File: src/rtl/mac_host_cfg_arb.sv
// mac_host_cfg_arb: two-requester arbiter and sequencer for the 10G MAC host
// configuration / MDIO interface. rq0 is the PCIe register path, rq1 the PHY
// init/poll engine. Handles config reads/writes, MIIM accesses with completion
// wait and timeout, and read-data return.
// Optional build macro MAC_HOST_CFG_STATS_EN adds saturating transaction and
// timeout counters on stat_xact_cnt / stat_timeout_cnt.
module mac_host_cfg_arb #(
  parameter int CFG_RD_LAT   = 2,
  parameter int MIIM_TIMEOUT = 65535
) (
  input  logic        mac_host_clk,
  input  logic        mac_host_reset,
  input  logic [1:0]  rq_valid,
  input  logic [1:0]  rq_miim_sel,
  input  logic [3:0]  rq_opcode,
  input  logic [19:0] rq_addr,
  input  logic [63:0] rq_wr_data,
  output logic [1:0]  rq_done,
  output logic [31:0] rq_rd_data,
  output logic        rq_err,
  output logic [1:0]  mac_host_opcode,
  output logic [9:0]  mac_host_addr,
  output logic [31:0] mac_host_wr_data,
  input  logic [31:0] mac_host_rd_data,
  output logic        mac_host_miim_sel,
  output logic        mac_host_req,
  input  logic        mac_host_miim_rdy
`ifdef MAC_HOST_CFG_STATS_EN
  ,
  output logic [15:0] stat_xact_cnt,
  output logic [15:0] stat_timeout_cnt
`endif
);

  typedef enum logic [2:0] {
    IDLE     = 3'd0,
    ISSUE    = 3'd1,
    CFG_WAIT = 3'd2,
    MIIM_LO  = 3'd3,
    MIIM_HI  = 3'd4,
    DONE     = 3'd5
  } state_t;

  localparam logic [15:0] TMO_LIMIT   = 16'(MIIM_TIMEOUT);
  localparam logic [15:0] CFG_LAST    = 16'(CFG_RD_LAT - 1);
  localparam logic [31:0] TMO_RD_DATA = 32'hFFFF_FFFF;

  state_t      state_q, state_d;
  logic        gnt_q, gnt_d;       // requester currently owning the interface
  logic        prio_q, prio_d;     // requester favoured on the next contention
  logic [15:0] cnt_q, cnt_d;       // CFG_WAIT latency count / MIIM timeout count
  logic [1:0]  opcode_q, opcode_d;
  logic [9:0]  addr_q, addr_d;
  logic [31:0] wdata_q, wdata_d;
  logic        miim_q, miim_d;
  logic        req_q, req_d;
  logic [1:0]  done_q, done_d;
  logic [31:0] rd_q, rd_d;
  logic        err_q, err_d;

  logic        pick;
  logic        pick_miim;
  logic [1:0]  pick_opcode;
  logic [9:0]  pick_addr;
  logic [31:0] pick_wdata;
  logic [15:0] cnt_inc;
  logic        timeout_hit;
  logic [1:0]  done_vec;

  // Round-robin choice: contention goes to the favoured requester, otherwise
  // whichever one is asking.
  assign pick        = (rq_valid == 2'b11) ? prio_q : rq_valid[1];
  assign pick_miim   = pick ? rq_miim_sel[1]      : rq_miim_sel[0];
  assign pick_opcode = pick ? rq_opcode[3:2]      : rq_opcode[1:0];
  assign pick_addr   = pick ? rq_addr[19:10]      : rq_addr[9:0];
  assign pick_wdata  = pick ? rq_wr_data[63:32]   : rq_wr_data[31:0];

  // Timeout counter saturates rather than wrapping; the limit is checked on
  // the incremented value so the MIIM states last exactly MIIM_TIMEOUT cycles.
  assign cnt_inc     = (cnt_q == 16'hFFFF) ? cnt_q : cnt_q + 16'd1;
  assign timeout_hit = (cnt_inc == TMO_LIMIT);
  assign done_vec    = gnt_q ? 2'b10 : 2'b01;

  // Next-state and registered-output decode for the access sequencer
  always_comb begin
    state_d  = state_q;
    gnt_d    = gnt_q;
    prio_d   = prio_q;
    cnt_d    = cnt_q;
    opcode_d = opcode_q;
    addr_d   = addr_q;
    wdata_d  = wdata_q;
    miim_d   = miim_q;
    req_d    = 1'b0;
    done_d   = 2'b00;
    rd_d     = 32'h0;
    err_d    = 1'b0;

    case (state_q)
      IDLE: begin
        // An MIIM request waits here while the MDIO engine is busy and is
        // re-arbitrated every cycle until it can be issued.
        if (rq_valid != 2'b00 && (!pick_miim || mac_host_miim_rdy)) begin
          gnt_d    = pick;
          prio_d   = ~pick;
          opcode_d = pick_opcode;
          addr_d   = pick_addr;
          wdata_d  = pick_wdata;
          miim_d   = pick_miim;
          req_d    = 1'b1;
          state_d  = ISSUE;
        end
      end

      ISSUE: begin
        cnt_d = 16'h0;
        if (miim_q) begin
          state_d = MIIM_LO;
        end else if (opcode_q[1]) begin
          state_d = CFG_WAIT;
        end else begin
          done_d  = done_vec;
          state_d = DONE;
        end
      end

      CFG_WAIT: begin
        if (cnt_q == CFG_LAST) begin
          rd_d    = mac_host_rd_data;
          done_d  = done_vec;
          state_d = DONE;
        end else begin
          cnt_d = cnt_q + 16'd1;
        end
      end

      MIIM_LO: begin
        cnt_d = cnt_inc;
        if (timeout_hit) begin
          rd_d    = TMO_RD_DATA;
          err_d   = 1'b1;
          done_d  = done_vec;
          state_d = DONE;
        end else if (!mac_host_miim_rdy) begin
          state_d = MIIM_HI;
        end
      end

      MIIM_HI: begin
        cnt_d = cnt_inc;
        // A genuine completion wins over a timeout landing on the same cycle.
        if (mac_host_miim_rdy) begin
          rd_d    = opcode_q[1] ? mac_host_rd_data : 32'h0;
          done_d  = done_vec;
          state_d = DONE;
        end else if (timeout_hit) begin
          rd_d    = TMO_RD_DATA;
          err_d   = 1'b1;
          done_d  = done_vec;
          state_d = DONE;
        end
      end

      DONE: begin
        state_d = IDLE;
      end

      default: begin
        state_d = IDLE;
      end
    endcase
  end

  // State, grant, counter and all registered outputs
  always_ff @(posedge mac_host_clk or posedge mac_host_reset) begin
    if (mac_host_reset) begin
      state_q  <= IDLE;
      gnt_q    <= 1'b0;
      prio_q   <= 1'b0;
      cnt_q    <= 16'h0;
      opcode_q <= 2'b00;
      addr_q   <= 10'h0;
      wdata_q  <= 32'h0;
      miim_q   <= 1'b0;
      req_q    <= 1'b0;
      done_q   <= 2'b00;
      rd_q     <= 32'h0;
      err_q    <= 1'b0;
    end else begin
      state_q  <= state_d;
      gnt_q    <= gnt_d;
      prio_q   <= prio_d;
      cnt_q    <= cnt_d;
      opcode_q <= opcode_d;
      addr_q   <= addr_d;
      wdata_q  <= wdata_d;
      miim_q   <= miim_d;
      req_q    <= req_d;
      done_q   <= done_d;
      rd_q     <= rd_d;
      err_q    <= err_d;
    end
  end

  assign rq_done           = done_q;
  assign rq_rd_data        = rd_q;
  assign rq_err            = err_q;
  assign mac_host_opcode   = opcode_q;
  assign mac_host_addr     = addr_q;
  assign mac_host_wr_data  = wdata_q;
  assign mac_host_miim_sel = miim_q;
  assign mac_host_req      = req_q;

`ifdef MAC_HOST_CFG_STATS_EN
  logic [15:0] stat_xact_q, stat_xact_d;
  logic [15:0] stat_tmo_q, stat_tmo_d;

  // Saturating completion and timeout counts, advanced once per DONE cycle
  always_comb begin
    stat_xact_d = stat_xact_q;
    stat_tmo_d  = stat_tmo_q;
    if (state_q == DONE) begin
      if (stat_xact_q != 16'hFFFF) stat_xact_d = stat_xact_q + 16'd1;
      if (err_q && stat_tmo_q != 16'hFFFF) stat_tmo_d = stat_tmo_q + 16'd1;
    end
  end

  // Statistics registers
  always_ff @(posedge mac_host_clk or posedge mac_host_reset) begin
    if (mac_host_reset) begin
      stat_xact_q <= 16'h0;
      stat_tmo_q  <= 16'h0;
    end else begin
      stat_xact_q <= stat_xact_d;
      stat_tmo_q  <= stat_tmo_d;
    end
  end

  assign stat_xact_cnt    = stat_xact_q;
  assign stat_timeout_cnt = stat_tmo_q;
`else
  // Statistics counters are not built in this configuration.
`endif

endmodule
File: config.mk
export PLATFORM = sky130hd
export DESIGN_NAME = mac_host_cfg_arb
export DESIGN_NICKNAME = d
export VERILOG_FILES = /design/src/rtl/mac_host_cfg_arb.sv
export SDC_FILE = /design/constraint.sdc
export NUM_CORES = 1
export LEC_CHECK = 0
export ABC_AREA = 0
export BUFFER_PORTS_ARGS = -buffer_cell sky130_fd_sc_hd__buf_4
export CAP_MARGIN = 20
export CORE_MARGIN = 8
export CORE_UTILIZATION = 30
export DETAILED_ROUTE_END_ITERATION = 8
export PLACE_DENSITY_LB_ADDON = 0.08
export SYNTH_ARGS = -nofsm -noshare
export SYNTH_HDL_FRONTEND = slang
export SYNTH_SLANG_ARGS = --single-unit
File: constraint.sdc
create_clock -name mac_host_clk -period 7.3 [get_ports mac_host_clk]
set_input_delay 0 -clock mac_host_clk [delete_from_list [all_inputs] [get_ports mac_host_clk]]
set_output_delay 0 -clock mac_host_clk [all_outputs]
set_load 0.01 [all_outputs]
; Word-level counts from Yosys, hierarchy flattened
; Index checks and enable logic that the tools add are counted.
[totals]
ram_bits = 0
mem_bits_ro = 0
memories = 0
regBits = 102
latch_bits = 0
in_bits = 127
[classes]
n_bitwise = 1
n_mul = 0
mux = 34
n_shift = 0
n_eq_ne = 13
div_mod_pow = 0
order_cmp = 0
n_reduce_logical = 10
addsub = 1
[ops]
columns = cell, count
row1 = $mux 32, 5
row2 = $pmux 32 s3, 1
row3 = $pmux 16 s3, 1
row4 = $eq 16x16->1 const B, 2
row5 = $mux 16, 2
row6 = $mux 3, 8
row7 = $add 16x1->16 const B, 1
row8 = $eq 16x1->1 const B, 1
row9 = $pmux 3 s5, 1
row10 = $mux 2, 7
row11 = $mux 10, 1
row12 = $pmux 2 s4, 1
row13 = $eq 3x2->1 const B, 2
row14 = $mux 1, 6
row15 = $ne 2x2->1 const B, 3
row16 = $ne 3x3->1 const B, 2
row17 = $reduce_and 2->1, 2
row18 = $reduce_and 4->1, 1
row19 = $eq 3x1->1 const B, 1
row20 = $eq 3x3->1 const B, 1
row21 = $logic_not 3->1, 1
row22 = $reduce_bool 3->1, 1
row23 = $eq 2x2->1 const B, 1
row24 = $pmux 1 s2, 1
row25 = other kinds (6), 6

; Depth between registers and ports, before layout
; Gate-level depths: netlist of the first run.
[depth]
depth_word = 8
ltp_mapped = 11
mapped_depth_nobuf = 9

; Worst setup path after synthesis of the first run
; Ideal clock, no wire load.
[synth_timing]
path_type = register -> register
startpoint = register cnt_q[0]
endpoint = register done_q[0], in the netlist rq_done[0]
setup_slack_ns = 5.108
t_required_ns = 7.199
arrival_ns = 2.091
stages_incl_launch_ff = 9
synth_period_minus_slack_ns = 2.192
path_buffers = 1
setup_time_ns = 0.101
cell_sequence = dfrtp_1 -> ha_1 -> clkbuf_1 -> nand2_1 -> a2111oi_2 -> o211ai_2 -> a2111oi_2 -> nor2_1 -> o32ai_1
[synth_via]
elab_chain_len = 6
word_cells_on_any_way = 9
[synth_lines]
columns = element, line
row1 = "start, declared", 51  ; logic [15:0] cnt_q, cnt_d;
row2 = "start signal, assigned", 193  ; cnt_q <= cnt_d;
row3 = $add 16x1->16 or $eq 16x16->1 (tied branches), 80  ; assign cnt_inc = (cnt_q == 16'hFFFF) ? cnt_q : cnt_q + 16'd1;
row4 = $mux 16, 80
row5 = $eq 16x16->1, 81  ; assign timeout_hit = (cnt_inc == TMO_LIMIT);
row6 = $mux 2, "139, 156"
row7 = $mux 2, 152  ; if (mac_host_miim_rdy) begin
row8 = $pmux 2 s4 *, 99  ; case (state_q)
row9 = named net done_d[0], 57  ; logic [1:0] done_q, done_d;
row10 = "end signal, assigned", 199  ; done_q <= done_d;
row11 = "end, declared", 57
; Mark *: on every way through the listed nets, which the timed path passes. The rest lies on a longest branch.
; A chain may end at the register's enable or synchronous reset.

; Worst setup path in the final report of the first run
[layout_timing]
startpoint = register cnt_q[0]
endpoint = register done_q[1], in the netlist rq_done[1]
; Same word-level chain as after synthesis.

==> qor.yml, run 1 <==
setup_path:
  cp-startpoint: "cnt_q[0]"
  r2r_end: "rq_done[1]"
  reg2reg_depth: 8
  critical_path.endpoint: "rq_done[1]"
  worstSetupEndpointType: "flip-flop"
  cp_max_fo: 12
  cp.required_ns: 7.54
  r2r_slack_ns: 4.44
  critical_path_arrival_ns: 3.10
  cp_slowest_stage_delay_ns: 0.52
  cp-start-kind: "flip-flop"
  worst_path_max_delay_cell: "dfrtp_1"
  crit-reg2reg-launch: "cnt_q[0]"
  crit_type: "reg2reg"
  crit_chain: "ha_1, nand4_1, nor3_1, o21a_1, o211ai_2, a2111oi_2, nor2_1, o32ai_1"
cts:
  cts_tree: "done"
  htreeDepth: 3
  postCtsHoldBufs: 125
  cts-buffers-inserted: 9
  clk_pin_slew_worst_paths_ns: 0.07
  cts_resized: 0
  cts_root_buf: "clkbuf_16"
  post_cts_buffers: 0
  clock_latency_ns: 0.36
  cts_max_path_buffers: 2
  clock-sinks: 102
timing:
  slew_headroom_pct: 32.05
  setup_tns_ns: 0
  final-setup-viol-count: 0
  min_period_ns: 2.855
  setup_ws_ns: 4.445
  period_share_pct: 39.12
  hold_violations: 0
  rsz0062_at_grt: "false"
  fmax_mhz: 350.2
  finClkSkew_ns: 0.007008
  worstMarginPinSlew_ns: 1.015
  whs_ns: 0.07902
  drv_slew: 0
routing:
  ant_nets: 0
  totalWireLength_mm: 17.22
  vias: 5138
  drt_iter0_markers: 299
  via_per_inst: 4.727
  drtPass1Iterations: 4
  wl_per_cell_um: 15.85
  drc: 0
synthesis:
  synth_top_area_cell: "dfrtp_1"
  syn-cell-area_um2: 5109
  synth_async_sr_flop_share_pct: 100.0
  synth_cells: 552
  synthTopCellsByArea: "dfrtp_1, mux2i_1, nand2_1"
  yosysTopAreaCellShare_pct: 49.96
  syn_nets: 681
  synth-seq-cells: 102
  synth_cell_types: 56
  ys_seq_area_share_pct: 49.96
  ys.flop_type: "dfrtp_1"
  synth_warnings: 0
  syn_avg_cell_area_um2: 9.255
  synth_edf_count: 0
floorplanning:
  ioPinCount: 208
  start_util_pct: 30.70
  die-width_um: 146.5
  fp.coreArea_um2: 16640
  fp-row-count: 47
  die_y_um: 146.5
  dieArea_um2: 21460
power:
  power.total_mw: 2.531
  p_leak_nw: 4.114
  p_per_area_nw_per_um2: 300.5
  max-vdd-ir-drop_mv: 0.1421
layout:
  final_core_util_pct: 50.61
  stdcell_area_um2: 8422
  layout-drive-gt1-share_pct: 28.60
  layout_commonest_cell: "buf_4"
  fillerInstances: 1554
  mostFrequentLayoutCells: "buf_4, dlygate4sd3_1, dfrtp_1"
  stdcell_count: 1087
  diodes: 0
  fin_nets: 991
  syn2layout_area_growth_pct: 64.85
placement:
  pre_cts_slack_ns: 4.514
  dp.cells: 945
  dp_hpwl_mm: 12.05
  place_area_um2: 6832
  port_buffers: 207
  finalWeightedCongestion: 0.8783
status:
  outcome: "finished clean"
worst_hold_path:
  min_from: "rq_valid[0]"
  hp-class: "in2reg"
grt:
  antenna_found_initial: 0
  grt_max_degree: 94
  grt.overflow.total: 0
  track_usage_pct: 16.30
  grt_pass1_wl_mm: 28.40
  grt_pass1_vias: 5430
job:
  cap_violations: 0
==> layer usage <==
layer / part of all wire, % / global-route usage (%) / up-vias
li1: - / - / 2548
met1: 40 / 18.14 / 2412
met4: 2.8 / 7.161 / 0
met2: 51 / 28.19 / 152
met5: 0 / 0 / -
met3: 6.5 / 5.006 / 26
==> Yosys cell counts, drive strengths merged, types with 3 or more instances <==
cell / instances
nor4: 3
nand2: 87
nor2: 75
o21a: 3
clkbuf: 24
nor3: 6
and2: 6
o32ai: 3
a31oi: 3
nand4: 9
nor2b: 9
nand3: 11
a21oi: 63
mux2i: 45
a21o: 3
nand2b: 4
o31a: 3
o311ai: 6
o211ai: 5
o21ai: 28
dfrtp: 102
a211oi: 4
inv: 8
buf: 15
==> worst min path at each step <==
| stage | endpoint | slack, ns | cells past startpoint |
|---|---|---|---|
| 3_3_place_gp | rq_rd_data[30] | 0.09 | 2 |
| 5_1_grt | gnt_q | 0.12 | 4 |
| 6_report | gnt_q | 0.08 | 4 |
| 2_1_floorplan | rq_rd_data[30] | 0.11 | 2 |
| 4_1_cts | gnt_q | 0.06 | 4 |
| 3_5_place_dp | rq_rd_data[30] | 0.09 | 2 |
==> critical path: cells and delay by family, from the launching register on <==
| kind | cells | cell delay [ns] |
|---|---|---|
| compound gates | 4 | 0.99 |
| fa+ha+maj | 1 | 0.47 |
| flops | 1 | 0.52 |
| simple gates | 3 | 0.77 |
==> registers in the layout, indices dropped and copies added (netlist names) <==
register / cells
mac_host_wr_data: 32
rq_rd_data: 32
cnt_q: 16
mac_host_addr: 10
state_q: 3
mac_host_opcode: 2
rq_done: 2
gnt_q: 1
mac_host_miim_sel: 1
mac_host_req: 1
prio_q: 1
rq_err: 1
==> kinds of logic after synthesis <==
group,Yosys count,share of synthesized area [%]
simple gates,220,19.57
compound gates,133,16.31
flops,102,49.96
buf+inv,47,4.237
mux,47,9.258
fa+ha+maj,2,0.4898
xor+xnor,1,0.1715
==> cell type report <==
cell class | count | area [µm²] | share of cell area (%)
Timing Repair Buffer | 338 | 2870 | 34.08
Sequential cell | 102 | 2552 | 30.31
Multi-Input combinational cell | 403 | 2360 | 28.02
Tap cell | 220 | 275.3 | 3.268
Clock buffer | 10 | 239.0 | 2.838
Clock inverter | 6 | 92.59 | 1.099
Inverter | 8 | 32.53 | 0.3863
==> where the power goes <==
group	leakage, nW	switching, mW	internal, mW
logic	2.68	0.567	0.540
clock network	0.161	0.225	0.312
registers	1.27	0.139	0.746
Power figures use the tool's default switching activity.
==> run 2, diff against run 1 <==
Clock period 7.3 ns to 2.7 ns, I/O delays scaled along.
==> qor.yml, run 2 (same netlist as run 1, synthesis figures left out) <==
timing:
  slew_headroom_pct: 62.89
  hold_violations: 0
  rsz0062_at_grt: "false"
  finClkSkew_ns: 0.01058
  fmax_mhz: 407.2
  setup_tns_ns: 0
  drv_slew: 0
  final-setup-viol-count: 0
  worstMarginPinSlew_ns: 0.5508
  period_share_pct: 90.95
  min_period_ns: 2.456
grt:
  grt_pass1_wl_mm: 28.70
  grt_pass1_vias: 5592
  track_usage_pct: 16.38
  grt.overflow.total: 0
  grt_max_degree: 79
  antenna_found_initial: 0
cts:
  cts_root_buf: "clkbuf_16"
  cts-buffers-inserted: 9
  clock_latency_ns: 0.35
  cts_max_path_buffers: 2
  clock-sinks: 102
  clk_pin_slew_worst_paths_ns: 0.07
  cts_tree: "done"
  htreeDepth: 3
setup_path:
  crit_type: "reg2reg"
  cp_slowest_stage_delay_ns: 0.55
  r2r_slack_ns: 0.24
  worst-path-buf-inv: 2
  worst_path_max_delay_cell: "dlygate4sd3_1"
  critical_path_arrival_ns: 2.74
  cp-start-kind: "flip-flop"
  cp_max_fo: 39
  crit_family: "buffers and inverters"
  cp.required_ns: 2.98
  worstSetupEndpointType: "flip-flop"
  crit_chain: "and2_1, o21ai_0, a21oi_1, nor4b_4, bufbuf_16, nor2_1, a31oi_1, dlygate4sd3_1"
layout:
  layout-drive-gt1-share_pct: 29.73
  diodes: 0
  syn2layout_area_growth_pct: 66.69
  mostFrequentLayoutCells: "buf_4, dlygate4sd3_1, dfrtp_1"
  layout_commonest_cell: "buf_4"
  fin_nets: 1002
job:
  cap_violations: 0
routing:
  drtPass1Iterations: 6
  vias: 5302
  ant_nets: 0
  drc: 0
  totalWireLength_mm: 17.75
  wl_per_cell_um: 16.17
  via_per_inst: 4.829
  drt_iter0_markers: 270
power:
  p_leak_nw: 4.177
  power.total_mw: 6.895
  max-vdd-ir-drop_mv: 0.3672
  p_per_area_nw_per_um2: 809.7
floorplanning:
  ioPinCount: 208
  die_y_um: 146.5
  fp.coreArea_um2: 16640
  dieArea_um2: 21460
  die-width_um: 146.5
  fp-row-count: 47
  start_util_pct: 30.70
worst_hold_path:
  hp-class: "in2reg"
placement:
  finalWeightedCongestion: 0.8298
  port_buffers: 207
  dp_hpwl_mm: 12.46
status:
  outcome: "finished clean"
run 2: stage by stage:
step                worst slack [ns]  util (%)  area, µm²  hold WS, ns  cells
floorplan                    0.02452         -       5109       0.1054    552
detailed placement            0.3025     41.79       6954      0.04091    959
global placement              0.3548     41.79       6954      0.03474    959
global route                 0.01744     51.17       8516      0.01855   1098
finish                        0.2443     51.17       8516     0.004076   1098
CTS                           0.1989     50.97       8483     0.001302   1097
run 2: where the power goes:
group | total (mW) | switching, mW | internal (mW)
logic | 3.20 | 1.63 | 1.57
registers | 2.35 | 0.337 | 2.02
clock network | 1.34 | 0.589 | 0.755
run 2: cell type report:
| type | instances | area [µm²] |
|---|---|---|
| Clock buffer | 11 | 242.7 |
| Clock inverter | 5 | 65.06 |
| Fill cell | 1497 | 8127 |
| Inverter | 8 | 32.53 |
| Multi-Input combinational cell | 403 | 2369 |
| Sequential cell | 102 | 2552 |
| Tap cell | 220 | 275.3 |
| Timing Repair Buffer | 349 | 2979 |
run 2: worst register-to-register path, stage by stage, from the launching register on:
cell,delay (ns)
dfrtp_1,0.44
and2_1,0.18
o21ai_0,0.14
a21oi_1,0.14
nor4b_4,0.35
bufbuf_16,0.41
nor2_1,0.07
a31oi_1,0.12
dlygate4sd3_1,0.55
run 2: layer usage:
layer | GRT usage (%) | vias to the layer above | wire (µm)
met5 | 0 | - | 0
met4 | 5.873 | 0 | 494
met1 | 17.74 | 2526 | 6814
met2 | 28.77 | 190 | 9094
met3 | 6.026 | 27 | 1348
li1 | - | 2559 | -
run 2: path summary, 6_finish.rpt:
check / start / end / cells past startpoint
max in group asynchronous: mac_host_reset / mac_host_wr_data[18] / 4
hold / removal: rq_addr[17] / mac_host_addr[7] / 3
min in group asynchronous: mac_host_reset / rq_rd_data[12] / 3
setup / recovery: prio_q / mac_host_miim_sel / 8
hold reg to reg: gnt_q / rq_done[0] / 1
setup reg to reg: prio_q / mac_host_miim_sel / 8
run 2: what timing repair did:
action	4_1_cts	5_1_grt
resized for setup	0	2
endpoints found under the hold margin	107	0
setup endpoints to repair	0	1
hold buffers	122	0
buffers inserted	0	0
==> run 3, diff against run 2 <==
Settings changed: CORE_MARGIN 8 to unset, PLACE_DENSITY_LB_ADDON 0.08 to unset, SKIP_CTS_REPAIR_TIMING set to 1.
==> qor.yml, run 3 (same netlist as run 1, synthesis figures left out) <==
status:
  outcome: "complete, but fails checks"
  violations: "negative hold slack"
grt:
  grt_max_degree: 79
  grt_pass1_vias: 4853
  grt_pass1_wl_mm: 24.23
  track_usage_pct: 17.36
  grt.overflow.total: 0
  antenna_found_initial: 0
layout:
  fin_nets: 964
  fillerInstances: 1522
  diodes: 0
  layout_commonest_cell: "buf_4"
  mostFrequentLayoutCells: "buf_4, dfrtp_1, nand2_1, dlygate4sd3_1, nor2_1"
  syn2layout_area_growth_pct: 59.00
  stdcell_area_um2: 8123
  layout-drive-gt1-share_pct: 30.83
timing:
  setup_ws_ns: 0.2371
  setup_tns_ns: 0
  hold_violations: 17
  period_share_pct: 91.22
  final-setup-viol-count: 0
  fmax_mhz: 406.0
  worstMarginPinSlew_ns: 0.8099
  finClkSkew_ns: 0.005304
  rsz0062_at_grt: "false"
  drv_slew: 0
  slew_headroom_pct: 46.01
  whs_ns: -0.04640
  min_period_ns: 2.463
floorplanning:
  dieArea_um2: 17550
  start_util_pct: 30.81
  fp-row-count: 47
  die_y_um: 132.5
  ioPinCount: 208
  fp.coreArea_um2: 16580
  die-width_um: 132.5
cts:
  htreeDepth: 3
  cts-buffers-inserted: 9
  cts_max_path_buffers: 2
  clk_pin_slew_worst_paths_ns: 0.07
  cts_tree: "done"
  clock_latency_ns: 0.35
  cts_root_buf: "clkbuf_16"
  clock-sinks: 102
placement:
  place_area_um2: 6939
  dp_hpwl_mm: 11.09
  port_buffers: 207
  pre_cts_slack_ns: 0.1878
  finalWeightedCongestion: 0.9393
power:
  p_leak_nw: 4.006
  p_per_area_nw_per_um2: 834.9
  max-vdd-ir-drop_mv: 0.4603
  power.total_mw: 6.782
routing:
  vias: 5161
  drc: 0
  drtPass1Iterations: 6
  drt_iter0_markers: 171
  wl_per_cell_um: 15.10
  via_per_inst: 4.869
  ant_nets: 0
  totalWireLength_mm: 16.01
setup_path:
  cp-start-kind: "flip-flop"
  cp_max_fo: 32
  cp_slowest_stage_delay_ns: 0.53
  worst-path-buf-inv: 1
  cp.required_ns: 2.99
  worst_path_max_delay_cell: "or4_1"
  crit_type: "reg2reg"
  crit_chain: "ha_1, nand4_1, or4_1, o211ai_2, nand4_4, a211oi_4, o21ai_2, buf_4, nand2_1"
  crit_family: "simple AND/OR/NAND/NOR gates"
  worstSetupEndpointType: "flip-flop"
  critical_path_arrival_ns: 2.75
worst_hold_path:
  hp-class: "in2reg"
job:
  cap_violations: 0
[run 3: cell count changes in the layout (fill, tap and decap cells not counted), sizes merged]
cell         delta
bufbuf          -1
clkinvlp        -1
buf             -1
dlygate4sd3    -36
inv             -1
clkinv          +1
bufinv          +1
[run 3: per-layer routing]
| metal | global-route usage, % | routed length (µm) | part of all wire (%) | up-vias |
|---|---|---|---|---|
| met5 | 0 | 0 | 0 | - |
| met1 | 21.31 | 6680 | 42 | 2492 |
| met4 | 6.897 | 335 | 2.1 | 0 |
| li1 | - | - | - | 2490 |
| met3 | 4.023 | 774 | 4.8 | 28 |
| met2 | 29.44 | 8215 | 51 | 151 |
[run 3: layout make-up]
type / count / area [µm²] / area share, %
multi-input cells: 403 / 2360 / 29.05
clock buffers: 11 / 232.7 / 2.865
flip-flops and latches: 102 / 2554 / 31.44
repair buffers: 311 / 2587 / 31.85
well taps: 220 / 275.3 / 3.389
inverters: 8 / 32.53 / 0.4005
clock inverters: 5 / 81.33 / 1.001
[run 3: worst paths after layout]
path / from / to / slack [ns] / cells past startpoint
worst min register to register: gnt_q / rq_done[0] / 0.52 / 1
worst max-delay path: cnt_q[0] / rq_rd_data[28] / 0.24 / 9
worst max register to register: cnt_q[0] / rq_rd_data[28] / 0.24 / 9
max in group asynchronous: mac_host_reset / mac_host_wr_data[3] / 1.61 / 4
worst min-delay path: rq_wr_data[39] / mac_host_wr_data[7] / -0.05 / 3
min in group asynchronous: mac_host_reset / cnt_q[0] / 0.38 / 3
[run 3: where the power goes]
group	switching (mW)	leakage, nW	total [mW]	internal, mW
clock network	0.583	0.150	1.40	0.815
logic	1.57	2.58	3.03	1.45
registers	0.337	1.27	2.36	2.02
[run 3: metrics by stage]
| step | util, % | cells |
|---|---|---|
| after floorplan | - | 552 |
| after global placement | 41.84 | 957 |
| after detailed placement | 41.84 | 957 |
| after CTS | 43.74 | 973 |
| after global routing | 48.98 | 1060 |
| final | 48.98 | 1060 |
[run 3: worst register-to-register path, cell delays in order (launching register included)]
cell,delay [ns]
dfrtp_1,0.44
ha_1,0.26
nand4_1,0.17
or4_1,0.53
o211ai_2,0.11
nand4_4,0.15
a211oi_4,0.31
o21ai_2,0.08
buf_4,0.23
nand2_1,0.12
